`src/rtl/event_indicator.sv`:
```
// Turns single-cycle event pulses into fixed-length LED flashes separated by a forced off gap.
// Events that arrive during a flash are counted (saturating) and replayed back to back.
//   state | meaning
//   IDLE  | LED off, nothing queued
//   ON    | LED lit for ON_CYCLES
//   GAP   | LED forced off for GAP_CYCLES
module event_indicator #(
    parameter int ON_CYCLES  = 50_000_000,
    parameter int GAP_CYCLES = 25_000_000,
    parameter int PEND_W     = 4
) (
    input  logic              clk,
    input  logic              rst,
    input  logic              event_in,
    input  logic              clear_ovf,
    output logic              led_out,
    output logic              busy,
    output logic [PEND_W-1:0] pending,
    output logic              overflow
);

    localparam int MAX_CYC = (ON_CYCLES > GAP_CYCLES) ? ON_CYCLES : GAP_CYCLES;
    localparam int TW      = $clog2(MAX_CYC + 1);
    localparam logic [TW-1:0] ON_LAST  = TW'(ON_CYCLES - 1);
    localparam logic [TW-1:0] GAP_LAST = TW'(GAP_CYCLES - 1);

    typedef enum logic [1:0] {
        IDLE = 2'd0,
        ON   = 2'd1,
        GAP  = 2'd2
    } state_t;

    state_t            state_q, state_d;
    logic [TW-1:0]     timer_q, timer_d;
    logic              event_prev_q;
    logic              led_q, led_d;
    logic              busy_q, busy_d;
    logic [PEND_W-1:0] pending_q, pending_d;
    logic              overflow_q, overflow_d;
    logic              ev;
    logic              replay;

    always_ff @(posedge clk or negedge rst) begin
        if (!rst) begin
            state_q      <= IDLE;
            timer_q      <= '0;
            event_prev_q <= 1'b0;
            led_q        <= 1'b0;
            busy_q       <= 1'b0;
            pending_q    <= '0;
            overflow_q   <= 1'b0;
        end else begin
            state_q      <= state_d;
            timer_q      <= timer_d;
            event_prev_q <= event_in;
            led_q        <= led_d;
            busy_q       <= busy_d;
            pending_q    <= pending_d;
            overflow_q   <= overflow_d;
        end
    end

    always_comb begin
        ev         = event_in & ~event_prev_q;
        state_d    = state_q;
        timer_d    = '0;
        replay     = 1'b0;
        pending_d  = pending_q;
        overflow_d = overflow_q & ~clear_ovf;

        case (state_q)
            IDLE: begin
                if (ev) state_d = ON;
            end
            ON: begin
                timer_d = timer_q + TW'(1);
                if (timer_q == ON_LAST) begin
                    state_d = GAP;
                    timer_d = '0;
                end
            end
            GAP: begin
                timer_d = timer_q + TW'(1);
                if (timer_q == GAP_LAST) begin
                    timer_d = '0;
                    if (pending_q != '0) begin
                        state_d = ON;
                        replay  = 1'b1;
                    end else begin
                        state_d = IDLE;
                    end
                end
            end
            default: begin
                state_d = IDLE;
            end
        endcase

        // A new event on the replay edge takes the slot just freed, so the count is unchanged.
        if (state_q != IDLE && ev) begin
            if (!replay) begin
                if (pending_q == '1) overflow_d = 1'b1;
                else                 pending_d  = pending_q + PEND_W'(1);
            end
        end else if (replay) begin
            pending_d = pending_q - PEND_W'(1);
        end

        led_d  = (state_d == ON);
        busy_d = (state_d != IDLE);
    end

    assign led_out  = led_q;
    assign busy     = busy_q;
    assign pending  = pending_q;
    assign overflow = overflow_q;

endmodule

```
`config.mk`:
```
export PLATFORM = sky130hd
export DESIGN_NAME = event_indicator
export DESIGN_NICKNAME = d
export VERILOG_FILES = /design/src/rtl/event_indicator.sv
export SDC_FILE = /design/constraint.sdc
export NUM_CORES = 1
export LEC_CHECK = 0
export ABC_AREA = 1
export ABC_CLOCK_PERIOD_IN_PS = 2000
export CAP_MARGIN = 10
export CORE_MARGIN = 10
export CORE_UTILIZATION = 40
export CTS_CLUSTER_SIZE = 24
export DETAILED_ROUTE_END_ITERATION = 8
export GPL_ROUTABILITY_DRIVEN = 0
export PLACE_DENSITY_LB_ADDON = 0.1
export SLEW_MARGIN = 0
export SYNTH_ARGS = -nofsm -noshare
export SYNTH_HDL_FRONTEND = slang
export SYNTH_SLANG_ARGS = --single-unit
```
`constraint.sdc`:
```
create_clock -name clk -period 2 [get_ports clk]
set_input_delay 0.4 -clock clk [delete_from_list [all_inputs] [get_ports clk]]
set_output_delay 0.4 -clock clk [all_outputs]
set_load 0.05 [all_outputs]
```
# After elaboration in Yosys (flattened, before gate mapping)
# Cells that the tools add are included.
# W data, S select, Z words.
[classes] addsub=3 multipliers=0 div_mod_pow=0 magnitude_cmp=0 n_eq_ne=8 shift=0 n_mux=18 bitwise=4 reduce_logical=7
[op_table] op="$mux W26" n=2
[op_table] op="$pmux W26 S2" n=1
[op_table] op="$add A26 B1 Y26 const B" n=1
[op_table] op="$eq A26 B25 Y1 const B" n=1
[op_table] op="$eq A26 B26 Y1 const B" n=1
[op_table] op="$mux W4" n=4
[op_table] op="$mux W1" n=7
[op_table] op="$mux W2" n=3
[op_table] op="$pmux W2 S3" n=1
[op_table] op="$reduce_bool A2 Y1" n=3
[op_table] op="$add A4 B1 Y4 const B" n=1
[op_table] op="$eq A2 B1 Y1 const B" n=2
[op_table] op="$eq A4 B4 Y1 const B" n=1
[op_table] op="$ne A2 B2 Y1 const B" n=2
[op_table] op="$reduce_bool A4 Y1" n=1
[op_table] op="$sub A4 B1 Y4 const B" n=1
[op_table] op="$reduce_and A3 Y1" n=1
[op_table] op="$and A1 B1 Y1" n=2
[op_table] op="$eq A2 B2 Y1 const B" n=1
[op_table] op="$logic_not A2 Y1" n=1
[op_table] op="$not A1 Y1" n=2
[op_table] op="$logic_and A1 B1 Y1" n=1
[word_totals] reg_bits=36 latch_bits=0 mem_bits_rw=0 mem_bits_ro=0 input_bits=4 out_inout_bits=7 wordCells=47 n_memories=0

# Longest topological paths before layout
# Gate-level depths: netlist (run 1).
[logic_depth] word_depth=6 ltp_mapped=11 depth_no_buf=11

# Worst setup path after synthesis (run 1)
# OpenSTA, ideal clock, no wires.
[synth_path] path_type="reg2reg" from="reg state_q[0]" to="reg pending_q[3], in the netlist pending[3]" setup_time_ns=0.066 arrival_time_ns=1.829 slack_ns=0.104 stages_incl_launch_ff=12 path_buffers=0 path_cell_list="dfrtp_1 -> inv_1 -> ha_1 -> inv_1 -> nand2_1 -> ha_1 -> nand2_1 -> nor2_1 -> a211oi_1 -> xor2_1 -> nand2_1 -> nand2_1"
[synth_between] elab_chain_len=4
[synth_lines] element="start, declared" line="33" text="state_t state_q, state_d;"
[synth_lines] element="start signal, assigned" line="53" text="state_q <= state_d;"
[synth_lines] element="$eq A2 B2 Y1 or $reduce_bool A2 Y1 (tied branches)" line="71, 100"
[synth_lines] element="$mux W1 or $logic_and A1 B1 Y1 (tied branches)" line="71, 100"
[synth_lines] element="$ne A2 B2 Y1 (no line) or $reduce_bool A2 Y1 (tied branches)"
[synth_lines] element="$reduce_and A3 Y1 (no line)"
[synth_lines] element="end signal, assigned" line="58" text="pending_q <= pending_d;"
[synth_lines] element="end, declared" line="38" text="logic [PEND_W-1:0] pending_q, pending_d;"
# Parallel ways exist; a longest one is shown, timed or not.
# A chain may end at the register's enable or synchronous reset.

# Final worst setup path (run 1)
[layout_path] from="reg overflow_q, in the netlist overflow" to="out overflow"
[layout_lines] element="start, declared" line="39" text="logic overflow_q, overflow_d;"
[layout_lines] element="start signal, assigned" line="59" text="overflow_q <= overflow_d;"
[layout_lines] element="end, declared" line="19" text="output logic overflow"
# No word-level cell between the ends.

==> results of run 1 <==
==> cells by family (layout without fill, tap and decap cells) <==
family	Yosys count	count (layout)
and+or+nand+nor	194	194
buffers and inverters	42	65
AOI/OAI and AO/OA	10	10
xor gates and xnor gates	22	22
adders and majority gates	8	8
DFF	36	36
==> final timing paths <==
path	start	to	slack, ns	cells past startpoint
worst max-delay path	overflow	overflow	0.16	1
worst min-delay path	rst	state_q[0]	0.05	1
worst max register to register	timer_q[7]	timer_q[25]	0.20	6
worst min register to register	timer_q[0]	timer_q[0]	0.49	1
max in group asynchronous	rst	timer_q[10]	1.50	2
min in group clk	timer_q[0]	timer_q[0]	0.49	1
==> synth_stat cells <==
| cell | n | area [um2] |
|---|---|---|
| nor2_1 | 71 | 267 |
| nand2_1 | 66 | 248 |
| dfrtp_1 | 36 | 901 |
| inv_1 | 36 | 135 |
| nand3_1 | 24 | 120 |
| xor2_1 | 19 | 166 |
| nor3_1 | 11 | 55.1 |
| ha_1 | 7 | 87.6 |
| nand4_1 | 6 | 37.5 |
| o21ai_1 | 4 | 20.0 |
| inv_2 | 3 | 11.3 |
| nand2_2 | 3 | 18.8 |
| nor2_2 | 3 | 18.8 |
| nor2_4 | 3 | 33.8 |
| xnor2_1 | 3 | 26.3 |
| buf_6 | 2 | 22.5 |
| nand3b_1 | 2 | 15.0 |
| o21ai_0 | 2 | 10.0 |
| a211oi_1 | 1 | 7.51 |
| a21boi_0 | 1 | 7.51 |
| a21oi_1 | 1 | 5.00 |
| and2_1 | 1 | 6.26 |
| buf_2 | 1 | 5.00 |
| fa_1 | 1 | 20.0 |
| nand2_4 | 1 | 11.3 |
| nand3_2 | 1 | 10.0 |
| nor3_2 | 1 | 10.0 |
| o22ai_1 | 1 | 6.26 |
| or2_2 | 1 | 6.26 |
==> layout make-up <==
class	instances	area [um2]	area share
inverter	39	146	0.0555
multi-input combinational	234	1230	0.467
timing repair buffer	18	158	0.0597
tap	72	90.1	0.0341
clock inverter	3	42.5	0.0161
clock buffer	5	68.8	0.0261
sequential	36	901	0.341
==> power by group <==
part | switching, mW | internal, mW | total, mW
registers | 0.103 | 0.816 | 0.918
logic | 0.575 | 0.325 | 0.900
clock network | 0.274 | 0.369 | 0.643
==> metrics by stage <==
stage,hold WS (ns),setup slack (ns)
after floorplan,0.104,0.104
after global placement,0.384,-0.112
after detailed placement,0.383,-0.159
after CTS,0.0600,0.101
after global routing,0.0746,0.00485
final,0.0500,0.156
==> registers in the layout, indices dropped and copies added, names as in the netlist <==
register and flops:
state_q 2, timer_q 26, overflow 1, pending 4, led_out 1, event_prev_q 1, busy 1
==> per-layer routing <==
layer  track usage  wire length [um]  vias up
met4        0.0565               114        0
met3        0.0291               187       12
li1              -                 -     1010
met1         0.167              2560      890
met2         0.188              2250       28
met5             0                 0        -
==> flow_metrics.tcl, run 1 <==
set metrics [dict create \
    status "finished clean" \
    synth-compound-area-share 0.0246 \
    rsz0062_at_grt "no" \
    placed_area_um2 2510 \
    cts_setup_buffers 0 \
    area_growth_pct 15.4 \
    clk_pin_slew_worst_paths_ns 0.08 \
    cts_max_path_buffers 2 \
    finalCritPeriodShare 0.922 \
    slew_violations 0 \
    p_leak_nw 1.13 \
    clk_latency_ns 0.30 \
    synth_mux_area_frac 0 \
    synth.avg_cell_area_um2 7.33 \
    synthAdderAreaFrac 0.0470 \
    fin_util 0.477 \
    fin_skew_ns 0.00503 \
    antennaDiodeCount 0 \
    min_period_ns 1.84 \
    layout_commonest_cell "nor2_1" \
    syn_inst 312 \
    yosys.area_share.simple 0.375 \
    critPathKind "reg -> out" \
    fin_nets 346 \
    wl_um 5120 \
    first_pass_iters 4 \
    critPathTopFamily "buffers and inverters" \
    drc_errors 0 \
    cp.buffers_inverters 1 \
    dp_cells 399 \
    synth_nets 324 \
    cts-resized-gates 0 \
    peakVddDrop_mv 0.529 \
    fmax_mhz 542 \
    vias 1940 \
    final_hold_viol_count 0 \
    nFillCells 572 \
    first_iter_violations 104 \
    clockRootBuffer "clkbuf_8" \
    endpoint_kind "primary output" \
    h-tree-depth 2 \
    stdcell_area_um2 2640 \
    relSlewSlack 0.669 \
    die_h_um 95.6 \
    finalPower_mw 2.46 \
    num_rows 27 \
    clock_sinks 36 \
    synth_top_family_by_area "simple AND/OR/NAND/NOR gates" \
    min_path_type "in -> async" \
    crit_path_start_kind "flip-flop" \
    via_per_inst 4.77 \
    drive_above_1_share 0.122 \
    grt_pass1_wl_um 9060 \
    setup_viol_count_final 0 \
    core_area_um2 5540 \
    yosys_warnings 0 \
    antenna_found_initial 0 \
    crit_required_ns 1.60 \
    ys_ff_latch 36 \
    cpPeakStageDelay_ns 0.80 \
    start_util 0.413 \
    hpwl_um 3940 \
    synth_cell_types 29 \
    finalSetupTns_ns 0 \
    num_io_pins 11 \
    synth_seq_area_share 0.394 \
    cts_hold_buf 0 \
    synth_xor_area_frac 0.0842 \
    crit_chain "clkdlybuf4s50_1" \
    layout_common_cells "nor2_1 (71), nand2_1 (66), dfrtp_1 (36)" \
    cp_max_fo 2 \
    ant_nets 0 \
    fin_cells 407 \
    power_density_nw_per_um2 932 \
    worstPathArrival_ns 1.44 \
    io_buffers 10 \
    grt_overflow 0 \
    cp_slowest_cell "clkdlybuf4s50_1" \
    maxCapViolCount 0 \
    grt_usage 0.125 \
    tritoncts "yes" \
    die_area_um2 9150 \
    die_w_um 95.6 \
    wire_per_inst_um 12.6 \
    grt_pass1_vias 1919 \
    worst_slew_pin_slew_ns 0.495 \
    cts_made_buffers 5 \
    grt_start_max_net_pins 26 \
    syn_area_um2 2290 \
]
No activity file was read; power rests on OpenSTA's default activity.
==> run 2, diff against run 1 <==
--- a/config.mk
+++ b/config.mk
@@ -13,7 +13,7 @@
 export CTS_CLUSTER_SIZE = 24
 export DETAILED_ROUTE_END_ITERATION = 8
 export GPL_ROUTABILITY_DRIVEN = 0
-export PLACE_DENSITY_LB_ADDON = 0.1
+export HOLD_SLACK_MARGIN = 0.08
 export SLEW_MARGIN = 0
 export SYNTH_ARGS = -nofsm -noshare
 export SYNTH_HDL_FRONTEND = slang
==> run 2 against run 1 <==
  * Global-route usage decreased by 0.29 points
  * Worst hold slack gained 0.43 ns
  * Power shrank 0.58%
  * Largest cell class unchanged
  * Largest power group unchanged
  * Highest routed layer unchanged
==> flow_metrics.tcl, run 2 (synthesis results as in run 1) <==
set metrics [dict create \
    endpoint_kind "flip-flop" \
    wl_um 4960 \
    antenna_found_initial 0 \
    nFillCells 591 \
    clock_sinks 36 \
    relSlewSlack 0.669 \
    wire_per_inst_um 12.2 \
    placed_area_um2 2500 \
    min_path_type "reg -> reg" \
    via_per_inst 4.78 \
    crit_chain "inv_1, ha_1, inv_1, nand2_1, ha_1, nand2_1, nor2_1, a211oi_2, xor2_1, nand2_1, nand2_1" \
    critPathKind "reg -> reg" \
    die_w_um 95.6 \
    cp_slowest_cell "dfrtp_1" \
    num_rows 27 \
    fin_skew_ns 0.00858 \
    stdcell_area_um2 2630 \
    critPathTopFamily "adder cells" \
    die_h_um 95.6 \
    largest_reg_flops 26 \
    layout_common_cells "nor2_1 (71), nand2_1 (66), inv_1 (36), dfrtp_1 (36), nand3_1 (24)" \
    grt_usage 0.122 \
    register_area_um2 901 \
    peakVddDrop_mv 0.529 \
    rr_worst_depth 11 \
    clk_latency_ns 0.29 \
    fin_nets 346 \
    ant_nets 0 \
    min_period_ns 1.87 \
    cpPeakStageDelay_ns 0.40 \
    grt_start_max_net_pins 26 \
    cts_max_path_buffers 2 \
    status "finished clean" \
    grt_use_met3 0.0267 \
    slew_violations 0 \
    clockRootBuffer "clkbuf_8" \
    cts_setup_buffers 0 \
    grt_pass1_wl_um 8970 \
    grt_util_met1 0.159 \
    multiInputGateArea_um2 1230 \
    tritoncts "yes" \
    vias 1944 \
    layout_commonest_cell "nor2_1" \
    met2_usage 0.191 \
    grt.busiest_layer "met2" \
    crit_required_ns 2.23 \
    top_register "timer_q" \
    holdPathStages 1 \
    crit_path_start_kind "flip-flop" \
    cts_made_buffers 5 \
    worstPathArrival_ns 2.10 \
    area_growth_pct 15.0 \
    die_area_um2 9150 \
    drc_errors 0 \
    drive_above_1_share 0.107 \
    first_iter_violations 148 \
    maxCapViolCount 0 \
    finalCritPeriodShare 0.935 \
    clk_pin_slew_worst_paths_ns 0.07 \
    hpwl_um 3850 \
    hold_ws_ns 0.481 \
    first_pass_iters 4 \
    grt_pass1_vias 1947 \
    start_util 0.413 \
    io_buffers 10 \
    setup_viol_count_final 0 \
    h-tree-depth 2 \
    cpMostUsedCell "nand2_1" \
    antennaDiodeCount 0 \
    fmax_mhz 535 \
    fin_util 0.475 \
    p_leak_nw 1.13 \
    cp_max_fo 4 \
    num_io_pins 11 \
    worst_slew_pin_slew_ns 0.495 \
    power_density_nw_per_um2 929 \
    grt_overflow 0 \
    final_hold_viol_count 0 \
    crit_cells 11 \
    core_area_um2 5540 \
    cp.buffers_inverters 2 \
]
-- run 2: changes by cell type in the layout (fill, tap and decap cells not counted) --
cell and change:
buf_4 -1, clkbuf_1 +1, clkinvlp_4 -1, dlygate4sd3_1 +1, ha_1 +2, ha_2 -1
ha_4 -1, inv_1 +1, inv_2 -1, nand2_4 -1, nand2_8 +1
-- run 2: where the power goes --
| part | switching [mW] | total [mW] | internal [mW] |
|---|---|---|---|
| logic | 0.587 | 0.905 | 0.318 |
| registers | 0.0920 | 0.908 | 0.816 |
| clock network | 0.264 | 0.634 | 0.370 |
-- run 2: cell type report --
class / count / share of cell area
multi-input cells: 234 / 0.466
flip-flops and latches: 36 / 0.342
repair buffers: 18 / 0.0608
inverters: 39 / 0.0556
well taps: 72 / 0.0342
clock buffers: 6 / 0.0276
clock inverters: 2 / 0.0133
-- run 2: metrics by stage --
| stage | setup slack (ns) | std cells | setup TNS (ns) | power [mW] |
|---|---|---|---|---|
| 6_report | 0.131 | 407 | 0 | 2.45 |
| 5_1_grt | -0.0183 | 407 | -0.0183 | 2.63 |
| 4_1_cts | 0.0709 | 407 | 0 | 2.46 |
| 3_5_place_dp | -0.178 | 398 | -0.248 | 1.81 |
| 3_3_place_gp | -0.103 | 398 | -0.136 | 1.79 |
| 2_1_floorplan | 0.104 | 312 | 0 | 1.56 |
-- run 2: what timing repair did --
item / in CTS / in global routing
resized for setup: 0 / 2
setup endpoints to repair: 0 / 9
hold buffers: 1 / 0
endpoints found under the hold margin: 18 / 0
-- run 2: final timing paths --
| check | slack, ns | to | startpoint |
|---|---|---|---|
| max in group asynchronous | 0.97 | timer_q[25] | rst |
| min | 0.48 | timer_q[0] | timer_q[0] |
| max reg2reg | 0.13 | pending[3] | state_q[1] |
| min reg2reg | 0.48 | timer_q[0] | timer_q[0] |
| max | 0.13 | pending[3] | state_q[1] |
| min in group asynchronous | 0.58 | timer_q[12] | rst |
-- run 2: routing by layer --
| metal | vias up | routed length [um] |
|---|---|---|
| li1 | 1014 | - |
| met1 | 895 | 2380 |
| met2 | 29 | 2270 |
| met3 | 6 | 238 |
| met4 | 0 | 71 |
| met5 | - | 0 |
==> run 3, diff against run 2 <==
--- a/config.mk
+++ b/config.mk
@@ -6,9 +6,8 @@
 export NUM_CORES = 1
 export LEC_CHECK = 0
 export ABC_AREA = 1
-export ABC_CLOCK_PERIOD_IN_PS = 2000
+export ABC_CLOCK_PERIOD_IN_PS = 2350
 export CAP_MARGIN = 10
-export CORE_MARGIN = 10
 export CORE_UTILIZATION = 40
 export CTS_CLUSTER_SIZE = 24
 export DETAILED_ROUTE_END_ITERATION = 8
==> constraint.sdc (replaced) <==
create_clock -name clk -period 2.35 [get_ports clk]
set_input_delay 0.47 -clock clk [delete_from_list [all_inputs] [get_ports clk]]
set_output_delay 0.47 -clock clk [all_outputs]
set_load 0.05 [all_outputs]
==> run 3 against run 2 <==
  * Worst hold slack lost 0.22 ns
  * Critical path type is now reg -> out
  * Via count shrank 0.77%
  * Largest cell class unchanged
  * Combinational power shrank 23%
  * Flip-flop and latch count is the same
  * Cell area shrank 1.7%
  * Clock power shrank 4.9%
  * Largest power group unchanged
==> flow_metrics.tcl, run 3 (synthesis results as in run 1) <==
set metrics [dict create \
    status "finished clean" \
    setup_viol_count_final 0 \
    layout_common_cells "nor2_1 (71), nand2_1 (66), inv_1 (36), dfrtp_1 (36), nand3_1 (24)" \
    crit_cells 1 \
    drive_above_1_share 0.0821 \
    cts_max_path_buffers 2 \
    clock_sinks 36 \
    tritoncts "yes" \
    top_register "timer_q" \
    via_per_inst 4.81 \
    hpwl_um 3530 \
    finalSetupTns_ns 0 \
    nFillCells 571 \
    wl_um 4710 \
    relSlewSlack 0.474 \
    cp.buffers_inverters 1 \
    start_util 0.416 \
    io_buffers 10 \
    rsz0062_at_grt "no" \
    cpPeakStageDelay_ns 0.84 \
    cts_made_buffers 5 \
    grt_start_max_net_pins 37 \
    fin_util 0.470 \
    critPathKind "reg -> out" \
    die_w_um 77.6 \
    fin_cells 401 \
    crit_path_start_kind "flip-flop" \
    first_pass_iters 4 \
    area_growth_pct 13.1 \
    fin_skew_ns 0.00879 \
    final_hold_viol_count 0 \
    wire_per_inst_um 11.8 \
    grt_pass1_wl_um 8520 \
    critPathTopFamily "buffers and inverters" \
    worstPathArrival_ns 1.59 \
    hold_ws_ns 0.259 \
    grt_pass1_vias 1906 \
    dp_cells 393 \
    clockRootBuffer "clkbuf_8" \
    cts_setup_buffers 0 \
    cts_hold_buf 0 \
    num_io_pins 11 \
    power_density_nw_per_um2 805 \
    ant_nets 0 \
    die_h_um 77.6 \
    register_area_um2 901 \
    antenna_found_initial 0 \
    first_iter_violations 90 \
    rr_worst_depth 11 \
    core_area_um2 5510 \
    drc_errors 0 \
    p_leak_nw 1.10 \
    cts-resized-gates 0 \
    endpoint_kind "primary output" \
    num_rows 27 \
    largest_reg_flops 26 \
    min_period_ns 2.06 \
    finalCritPeriodShare 0.878 \
    vias 1929 \
    slew_violations 0 \
    multiInputGateArea_um2 1210 \
    antennaDiodeCount 0 \
    cp_slowest_cell "clkdlybuf4s50_1" \
    clk_latency_ns 0.29 \
    fmax_mhz 484 \
    grt_usage 0.181 \
    worst_slew_pin_slew_ns 0.788 \
    min_path_type "in -> async" \
    clk_pin_slew_worst_paths_ns 0.08 \
    maxCapViolCount 0 \
    grt_overflow 0 \
    peakVddDrop_mv 0.422 \
    fin_nets 340 \
    die_area_um2 6030 \
    layout_commonest_cell "nor2_1" \
    h-tree-depth 2 \
    cp_max_fo 6 \
    crit_chain "clkdlybuf4s50_1" \
    crit_required_ns 1.88 \
]
-- run 3: power breakdown --
| group | internal [mW] | total [mW] | switching (mW) |
|---|---|---|---|
| Clock | 0.374 | 0.603 | 0.228 |
| Combinational | 0.239 | 0.699 | 0.460 |
| Sequential | 0.695 | 0.781 | 0.0863 |
-- run 3: worst paths after layout --
check	from	endpoint	slack (ns)
hold reg to reg	timer_q[0]	timer_q[0]	0.48
max in group asynchronous	rst	busy	1.59
min in group clk	timer_q[0]	timer_q[0]	0.48
setup reg to reg	state_q[0]	pending[3]	0.40
hold / removal	rst	timer_q[17]	0.26
setup / recovery	pending[1]	pending[1]	0.29
-- run 3: stage by stage --
stage                     cell area, um2  setup slack (ns)  total power [mW]
final                               2590             0.286              2.08
after global routing                2590             0.178              2.21
after CTS                           2590             0.255              2.12
after detailed placement            2460             0.126              1.51
after global placement              2460             0.164              1.50
after floorplan                     2290             0.454              1.33
-- run 3: area by class of cell --
class,count,share of cell area
Sequential cell,36,0.348
Inverter,39,0.0566
Clock inverter,1,0.0116
Multi-Input combinational cell,234,0.469
Clock buffer,7,0.0372
Timing Repair Buffer,12,0.0426
Tap cell,72,0.0348
-- run 3: routing by layer --
layer  part of all wire  vias up  global-route usage
met3              0.027        7              0.0318
met2               0.45       27               0.292
met4              0.015        0              0.0623
li1                   -     1005                   -
met1               0.51      890               0.243
met5                  0        -                   0
==> RTL change: new RTL, config.mk and constraints of run 2 <==
Take the reset off `pending_q` and load it in a clocked block of its own.
--- a/src/rtl/event_indicator.sv
+++ b/src/rtl/event_indicator.sv
@@ -48,5 +48,4 @@
             led_q        <= 1'b0;
             busy_q       <= 1'b0;
-            pending_q    <= '0;
             overflow_q   <= 1'b0;
         end else begin
@@ -56,7 +55,10 @@
             led_q        <= led_d;
             busy_q       <= busy_d;
-            pending_q    <= pending_d;
             overflow_q   <= overflow_d;
         end
+    end
+
+    always_ff @(posedge clk) begin
+        pending_q <= pending_d;
     end
 
Behaviour: differs if rst is asserted again (counterexample within 4 cycles, from zero or initial values and one cycle with rst low); with rst held inactive, the same outputs for 10 cycles.
==> RTL change against run 2 <==
  * Final cell count fell by 8.4%
  * Synthesized cell count fell by 12%
  * Die area fell by 4.1%
  * Sequential power fell by 5.3%
  * Synthesized area fell by 5.1%
  * Core utilization rose by 1.3 points
  * Sequential cell count did not move
  * Count of clock-buffer cells in the layout rose by 1
  * Cell area fell by 4.0%
  * Combinational power fell by 40%
  * Worst setup slack got worse by 0.057 ns
  * Power fell by 23%
  * Wire length fell by 7.7%
  * Critical endpoint is now pending[2]
  * Highest routed layer unchanged
==> RTL change: results (changes against run 2) <==
[status]
status=finished, final reports clean

[synthesis]
yosys_warnings=0  ; unchanged
syn_nets=286  ; -12%
synthTopCellsByCount=nor2_1, nand2_1, dfrtp_1, inv_1, nand3_1
synthMuxAreaShare=0  ; unchanged
yosys.area_share.adder=0.04957  ; +0.002547
ys_seq_area_frac=0.4242  ; +0.03055
synth_enable_flop_cells=4  ; +4
yosys.area_share.xor_xnor=0.08473  ; +0.0005272
synth_cell_types=26  ; -10%
synth-compound-area-share=0.02536  ; +0.0007566
netlist_top_cells_area=dfrtp_1, nor2_1, nand2_1
async_reset_ff_frac=0.8889  ; -0.1111

[timing]
fin_skew_ns=0.007833  ; -0.0007458 ns
max_slew_margin=0.6674  ; -0.001709

[worst_setup_path]
cp_data_arrival_time_ns=1.53  ; -0.57 ns
critPathSlowestCell=clkdlybuf4s50_1
r2r-start=state_q[0]
crit_fanout=4  ; unchanged
crit_family=buffers and inverters
crit_path_start=pending[2]
slowest_delay_ns=0.83  ; +0.43 ns

[clock_tree]
cts_buffers=5  ; unchanged
cts_root_buffer=clkbuf_8
cts_max_path_buffers=2  ; unchanged
htree_levels=2  ; unchanged
path_clk_slew_ns=0.07  ; about the same
worstSkewPairLatency_ns=0.28

[placed_design]
port_buffers=10  ; unchanged
dpl.hpwl_mm=3.411  ; -11%

[pwr]
peakVddDrop_v=0.0003944  ; -25%
p_leak_nw=1.063  ; -5.6%

[drt]
drt_pass1_iterations=4  ; unchanged
antenna_left=0  ; unchanged
viasPerCell=4.753  ; -0.48%
drt_iter0_drc=81  ; -45%
wl_per_cell_um=12.26  ; +0.66%

[global_routing]
grt_pass1_wl_mm=8.438  ; -5.9%
track_usage=0.1173  ; -0.004952
antenna_found_initial=0  ; unchanged
grt_max_degree=33  ; +27%
first_global_vias=1903  ; -2.3%

[final_layout]
fin_nets=315  ; -9.0%
drive_gt1_frac=0.1452  ; +0.03775
antenna_cells=0  ; unchanged

[hold_path]
hold_path_class=reg -> reg

[RTL change: cell count changes in the layout (fill, tap and decap cells not counted), moves of 3 or more]
cell / run 2 / this run
buf_4: 10 / 17
dfrtp_1: 36 / 32
edfxtp_1: 0 / 4
inv_1: 36 / 30
nand2_1: 66 / 47
nand3_1: 24 / 21
nand3_2: 1 / 4
nor2_1: 71 / 59
nor2_2: 3 / 7
[RTL change: logic make-up after synthesis]
family	after synthesis
adders and majority gates	8
AOI/OAI and AO/OA	10
xor gates and xnor gates	21
and+or+nand+nor	165
buffers and inverters	34
DFF	36
[RTL change: power breakdown]
group	switching (mW)	internal (mW)	total [mW]
clock	0.239	0.240	0.479
combinational	0.369	0.179	0.547
sequential	0.0493	0.811	0.860
[RTL change: per-layer routing]
layer,vias to the layer above,global-route usage,part of all wire
li1,919,-,-
met1,809,0.1451,0.48
met2,37,0.1932,0.46
met3,8,0.02958,0.046
met4,0,0.04177,0.016
met5,-,0,0
[RTL change: final cells by class]
cell class              instances  area, µm²
inverters                      32      120.1
fillers                       492       2646
clock buffers                   7      76.32
well taps                      70      87.58
multi-input cells             204       1124
flip-flops and latches         36      920.9
repair buffers                 24      197.7
[RTL change: final timing paths]
kind	end	slack, ns	cells after the start
min in group asynchronous	timer_q[25]	0.52	2
worst min register to register	timer_q[0]	0.50	1
worst max-delay path	pending[2]	0.07	1
worst min-delay path	timer_q[0]	0.50	1
worst max register to register	pending[3]	0.12	8
max in group asynchronous	timer_q[5]	1.19	2
[RTL change: repair_timing]
action | CTS | global route
hold buffers | 0 | 0
endpoints found under the setup margin | 0 | 31
gates resized for setup | 0 | 7
[RTL change: through the flow]
| step | cell area (µm²) | std cells | setup TNS, ns | setup WS (ns) |
|---|---|---|---|---|
| 2_1_floorplan | 2171 | 274 | 0 | 0.1014 |
| 3_3_place_gp | 2434 | 366 | -0.5323 | -0.2191 |
| 3_5_place_dp | 2434 | 366 | -0.6948 | -0.2850 |
| 4_1_cts | 2510 | 373 | 0 | 0.01437 |
| 5_1_grt | 2526 | 373 | -0.05372 | -0.05372 |
| 6_report | 2526 | 373 | 0 | 0.07406 |
